<file path="src/rtl/ctrl_in_cond_if.sv">
// Signal bundle between the raw control lines and the conditioned levels/pulses.
// dbg_cnt exposes each channel's debounce counter: [0]=A, [1]=X, [2]=I.
interface ctrl_in_cond_if #(
    parameter int CNT_W = 3
);
    logic                  a_raw;
    logic                  x_raw;
    logic                  i_raw;
    logic                  A6;
    logic                  X3;
    logic                  I3;
    logic                  a_rise;
    logic                  x_rise;
    logic                  i_rise;
    logic                  a_fall;
    logic                  x_fall;
    logic                  i_fall;
    logic                  chg;
    logic [2:0][CNT_W-1:0] dbg_cnt;

    // master drives the raw lines; slave is the conditioning stage
    modport master (
        output a_raw, x_raw, i_raw,
        input  A6, X3, I3, a_rise, x_rise, i_rise, a_fall, x_fall, i_fall, chg, dbg_cnt
    );
    modport slave (
        input  a_raw, x_raw, i_raw,
        output A6, X3, I3, a_rise, x_rise, i_rise, a_fall, x_fall, i_fall, chg, dbg_cnt
    );
endinterface

</file>
<file path="src/rtl/ctrl_in_cond.sv">
// Input conditioning for the control FSM: two-flop sync, debounce, and
// registered rise/fall/change pulses for three independent channels.
module ctrl_in_cond #(
    parameter int STABLE_CYCLES = 4,
    parameter int CNT_W         = 3
) (
    input  logic           clk,
    input  logic           rst_b,
    ctrl_in_cond_if.slave  bus
);
    localparam logic [CNT_W-1:0] LAST = CNT_W'(STABLE_CYCLES - 1);

    // channel index: 0 = A, 1 = X, 2 = I
    logic [2:0]            raw;
    logic [2:0]            s1;
    logic [2:0]            s2;
    logic [2:0]            lvl;
    logic [2:0]            rise;
    logic [2:0]            fall;
    logic [2:0]            upd;
    logic                  chg;
    logic [2:0][CNT_W-1:0] cnt;

    assign raw = {bus.i_raw, bus.x_raw, bus.a_raw};

    // a channel commits when its mismatch has persisted for the full window
    always_comb begin
        upd = '0;
        for (int c = 0; c < 3; c++) begin
            upd[c] = (s2[c] != lvl[c]) && (cnt[c] == LAST);
        end
    end

    always_ff @(posedge clk) begin
        if (!rst_b) begin
            s1   <= '0;
            s2   <= '0;
            lvl  <= '0;
            rise <= '0;
            fall <= '0;
            chg  <= 1'b0;
            cnt  <= '0;
        end else begin
            s1  <= raw;
            s2  <= s1;
            chg <= |upd;
            for (int c = 0; c < 3; c++) begin
                rise[c] <= upd[c] & s2[c];
                fall[c] <= upd[c] & ~s2[c];
                if (s2[c] == lvl[c]) begin
                    cnt[c] <= '0;
                end else if (upd[c]) begin
                    lvl[c] <= s2[c];
                    cnt[c] <= '0;
                end else begin
                    cnt[c] <= cnt[c] + CNT_W'(1);
                end
            end
        end
    end

    assign bus.A6      = lvl[0];
    assign bus.X3      = lvl[1];
    assign bus.I3      = lvl[2];
    assign bus.a_rise  = rise[0];
    assign bus.x_rise  = rise[1];
    assign bus.i_rise  = rise[2];
    assign bus.a_fall  = fall[0];
    assign bus.x_fall  = fall[1];
    assign bus.i_fall  = fall[2];
    assign bus.chg     = chg;
    assign bus.dbg_cnt = cnt;
endmodule

</file>
<file path="src/flat_wrapper.sv">
// flat-port wrapper written by rule: the top's interface ports become plain ports
module ctrl_in_cond_flat 
#(
    parameter int STABLE_CYCLES = 4,
    parameter int CNT_W         = 3
)
  (clk, rst_b, bus_a_raw, bus_x_raw, bus_i_raw, bus_A6, bus_X3, bus_I3, bus_a_rise, bus_x_rise, bus_i_rise, bus_a_fall, bus_x_fall, bus_i_fall, bus_chg, bus_dbg_cnt);
  ctrl_in_cond_if #(.CNT_W(CNT_W)) bus_i ();
  input  logic clk;
  input  logic rst_b;
  input wire logic [$bits(bus_i.a_raw)-1:0] bus_a_raw;
  input wire logic [$bits(bus_i.x_raw)-1:0] bus_x_raw;
  input wire logic [$bits(bus_i.i_raw)-1:0] bus_i_raw;
  output wire logic [$bits(bus_i.A6)-1:0] bus_A6;
  output wire logic [$bits(bus_i.X3)-1:0] bus_X3;
  output wire logic [$bits(bus_i.I3)-1:0] bus_I3;
  output wire logic [$bits(bus_i.a_rise)-1:0] bus_a_rise;
  output wire logic [$bits(bus_i.x_rise)-1:0] bus_x_rise;
  output wire logic [$bits(bus_i.i_rise)-1:0] bus_i_rise;
  output wire logic [$bits(bus_i.a_fall)-1:0] bus_a_fall;
  output wire logic [$bits(bus_i.x_fall)-1:0] bus_x_fall;
  output wire logic [$bits(bus_i.i_fall)-1:0] bus_i_fall;
  output wire logic [$bits(bus_i.chg)-1:0] bus_chg;
  output wire logic [$bits(bus_i.dbg_cnt)-1:0] bus_dbg_cnt;
  assign bus_i.a_raw = bus_a_raw;
  assign bus_i.x_raw = bus_x_raw;
  assign bus_i.i_raw = bus_i_raw;
  assign bus_A6 = bus_i.A6;
  assign bus_X3 = bus_i.X3;
  assign bus_I3 = bus_i.I3;
  assign bus_a_rise = bus_i.a_rise;
  assign bus_x_rise = bus_i.x_rise;
  assign bus_i_rise = bus_i.i_rise;
  assign bus_a_fall = bus_i.a_fall;
  assign bus_x_fall = bus_i.x_fall;
  assign bus_i_fall = bus_i.i_fall;
  assign bus_chg = bus_i.chg;
  assign bus_dbg_cnt = bus_i.dbg_cnt;
  ctrl_in_cond #(.STABLE_CYCLES(STABLE_CYCLES), .CNT_W(CNT_W)) u_core (.clk(clk), .rst_b(rst_b), .bus(bus_i));
endmodule
</file>
<file path="config.mk">
export PLATFORM = sky130hd
export DESIGN_NAME = ctrl_in_cond_flat
export DESIGN_NICKNAME = d
export VERILOG_FILES = /design/src/rtl/ctrl_in_cond_if.sv /design/src/rtl/ctrl_in_cond.sv /design/src/flat_wrapper.sv
export SDC_FILE = /design/constraint.sdc
export NUM_CORES = 1
export LEC_CHECK = 0
export CAP_MARGIN = 20
export CORE_AREA = 2 2 47 49
export DETAILED_ROUTE_END_ITERATION = 6
export DIE_AREA = 0 0 49 51
export GPL_TIMING_DRIVEN = 0
export PLACE_DENSITY = 0.73
export SLEW_MARGIN = 20
export SYNTH_ARGS = -nofsm -noshare
export SYNTH_HDL_FRONTEND = slang
export SYNTH_SLANG_ARGS = --single-unit
export TNS_END_PERCENT = 100
</file>
<file path="constraint.sdc">
create_clock -name clk -period 1.6 [get_ports clk]
set_clock_uncertainty 0.2 [all_clocks]
set_input_delay 0.16 -clock clk [delete_from_list [all_inputs] [get_ports clk]]
set_output_delay 0.16 -clock clk [all_outputs]
set_load 0.02 [all_outputs]
</file>
==> results by group <==
Outcome
  – Status: finished, final reports clean

Layout
  – Most frequent cells in the layout: 25 x dfxtp_1, 15 x dlygate4sd2_1, 9 x nor2_1
  – Commonest non-fill, non-tap cell in the layout: dfxtp_1
  – Ratio of cells with drive above 1 in the final layout: 0.0472
  – # nets final: approximately 120
  – Finished Cell Area: approximately 1100 sq um
  – Register area: roughly 500 sq um
  – Layout Area Growth over Synthesis: 33.1%
  – Fillers: 199
  – Multi-input gate area in the final layout: between 300 and 400 sq um
  – Ant diodes: 0

Routing
  – Post-Route WL: 1310 um
  – Routed Antenna Nets: 0
  – DR vias/cell: 4.38
  – Via count: 587
  – Detailed Route Iter0 Violations: 6
  – Pre-antenna DRT Iters: 3
  – Routed WL per cell: between 9 and 10 um
  – DRC viols: 0

Power and ir drop
  – Power Total: approximately 0.94 mW
  – Leak: 0.587 nW
  – Comb pwr share: 0.039
  – Clock power share: 0.285
  – Sw Share: 0.205
  – Pwr Density: about 830 nW/um^2
  – Net Sw Power: 0.193 mW
  – Internal: 0.749 mW
  – Sequential power share: 0.676
  – VDD IR max: 555 uV

Placed design
  – IO Port Bufs: 22
  – HPWL Detailed: 974 um
  – Area after DPL: ~1100 sq um
  – Placer congestion estimate: 0.640
  – Pre-CTS WS: about 0.19 ns

Synthesis
  – Avg Cell Area, Syn: 10.8 sq um
  – Synth Instances: 79
  – Adder-cell share of the synthesized area: 0.0880
  – Largest family of logic cells by synthesized area: simple AND/OR/NAND/NOR gates
  – #FFs+latches synth: 25
  – Register area share after synthesis: 0.587
  – Post-synthesis simple-gate area fraction: 0.221
  – Synthesized area: about 850 sq um
  – Yosys warning count: 0
  – Post-synth cell types: 13
  – Syn_nets: 90
  – Mux cell area share after synthesis: 0.0352
  – Xor/xnor share of the synthesized area: 0.0308
  – Compound-Gate Fraction of Synth Area: 0

GRT
  – Initial antenna violation count: 0
  – Total Routing Usage GR: 0.116
  – Number of global-route vias before repair: 526
  – First-pass GRT wire length: 2230 um
  – Largest net degree at the start of global routing: 14
  – Total global routing overflow: 0

Floorplanning
  – Die Height: 51 um
  – Initial Utilization: 0.414
  – Ports: 24
  – Core Region: 2060 sq um
  – Full die area: approximately 2500 sq um
  – Die X: around 50 um
  – Row count: 17

Timing
  – Setup TNS: 0 ns
  – Fmax: around 0.68 GHz
  – Final min period: 1.47 ns
  – Final setup viols: 0
  – Max-slew headroom: 0.850
  – Final Slew Violations: 0
  – Final hold vios: 0
  – Worst slew pin tran: roughly 0.22 ns
  – RSZ-0062 raised after global routing: no
  – Final worst slack: around 0.13 ns
  – Period utilization: 0.917

Critical path
  – CP startpoint kind: flop
  – Cell chain of the critical path: dlygate4sd2_1
  – Worst Setup Path Type: reg -> out
  – CP max FO: 5
  – Critical path required time: approximately 1.2 ns
  – Max stage delay on crit path: roughly 0.43 ns
  – Largest delay share family, worst path: flip-flops
  – Bufs and invs on worst path: 1
  – WP data arrival: between 1 and 1.5 ns
  – Critical path endpoint category: output pin
  – Critical path's slowest cell: dfxtp_1

Clock tree
  – Max clock buf depth: 2
  – TritonCTS Sinks: 25
  – CTS tree: built
  – Worst-Skew Late Latency: roughly 0.30 ns
  – Register clock-pin slew on the reported worst setup and hold paths: 0.12 ns
  – Post-CTS setup buffers: 0
  – H-tree levels: 1
  – Clock root buffer: clkbuf_4
  – Num CTS Buffers: 3

Worst hold path
  – Hold/Removal Path Class: in -> reg

Flow run
  – MaxCap Viol Count: 0
[sequential cells by signal, summed over array words and instances, names as in the netlist]
name,count
u_core.fall,3
u_core.s1,3
u_core.rise,3
u_core.s2,3
u_core.bus.chg,1
u_core.bus.dbg_cnt,9
u_core.lvl,3
[power groups by stage]
stage               clock (mW)  combinational (mW)  sequential, mW
floorplan                    0              0.0180           0.653
global placement             0              0.0358           0.651
detailed placement           0              0.0368           0.651
CTS                      0.276              0.0372           0.637
global route             0.304              0.0413           0.639
finish                   0.268              0.0367           0.637
[cell usage after synthesis]
library cell	n	area, sq um
and2_1	6	37.5
buf_2	2	10.0
dfxtp_1	25	500
ha_1	6	75.1
inv_1	6	22.5
mux2i_1	3	30.0
nand2_1	3	11.3
nand3_1	4	20.0
nand3b_1	3	22.5
nor2_1	9	33.8
nor2b_1	3	18.8
nor3b_1	6	45.0
xor2_1	3	26.3
[logic make-up (layout without fill, tap and decap cells)]
logic type,count (synthesis),count (layout)
xor gates and xnor gates,3,3
muxes,3,3
buffers and inverters,8,35
adders and majority gates,6,6
and+or+nand+nor,34,34
DFF,25,25
[final cells by class]
cell class	instances	area share
flip-flops and latches	25	0.441
repair buffers	23	0.195
clock buffers	4	0.0231
well taps	28	0.0308
multi-input cells	46	0.282
plain buffers	2	0.00881
inverters	6	0.0198
[per-layer routing]
| layer | vias to the layer above | track usage | share of wire | wire (um) |
|---|---|---|---|---|
| li1 | 306 | - | - | - |
| met1 | 262 | 0.150 | 0.47 | 614 |
| met2 | 15 | 0.176 | 0.46 | 609 |
| met3 | 4 | 0.0292 | 0.050 | 65 |
| met4 | 0 | 0.0714 | 0.016 | 21 |
| met5 | - | 0 | 0 | 0 |
[worst paths after layout]
path | depth (start not counted) | slack [ns] | end | from
max | 1 | 0.13 | bus_I3 | u_core.lvl[2]$_SDFFE_PN0P_
min | 2 | 0.22 | u_core.s1[1]$_SDFF_PN0_ | bus_x_raw
max reg2reg | 4 | 0.24 | u_core.bus.dbg_cnt[6]$_SDFF_PP0_ | u_core.bus.dbg_cnt[6]$_SDFF_PP0_
min reg2reg | 1 | 0.25 | u_core.s2[1]$_SDFF_PN0_ | u_core.s1[1]$_SDFF_PN0_
[what timing repair did]
action	CTS	global route
hold buffers	1	0
setup endpoints to repair	15	4
resized for setup	15	4
endpoints found under the hold margin	8	0
[stage by stage]
step            util  hold WS [ns]  cells
2_1_floorplan      -        0.0873     79
3_3_place_gp   0.537         0.217    129
3_5_place_dp   0.537         0.219    129
4_1_cts        0.546         0.213    134
5_1_grt        0.551         0.225    134
6_report       0.551         0.218    134
Power figures use the tool's default switching activity.
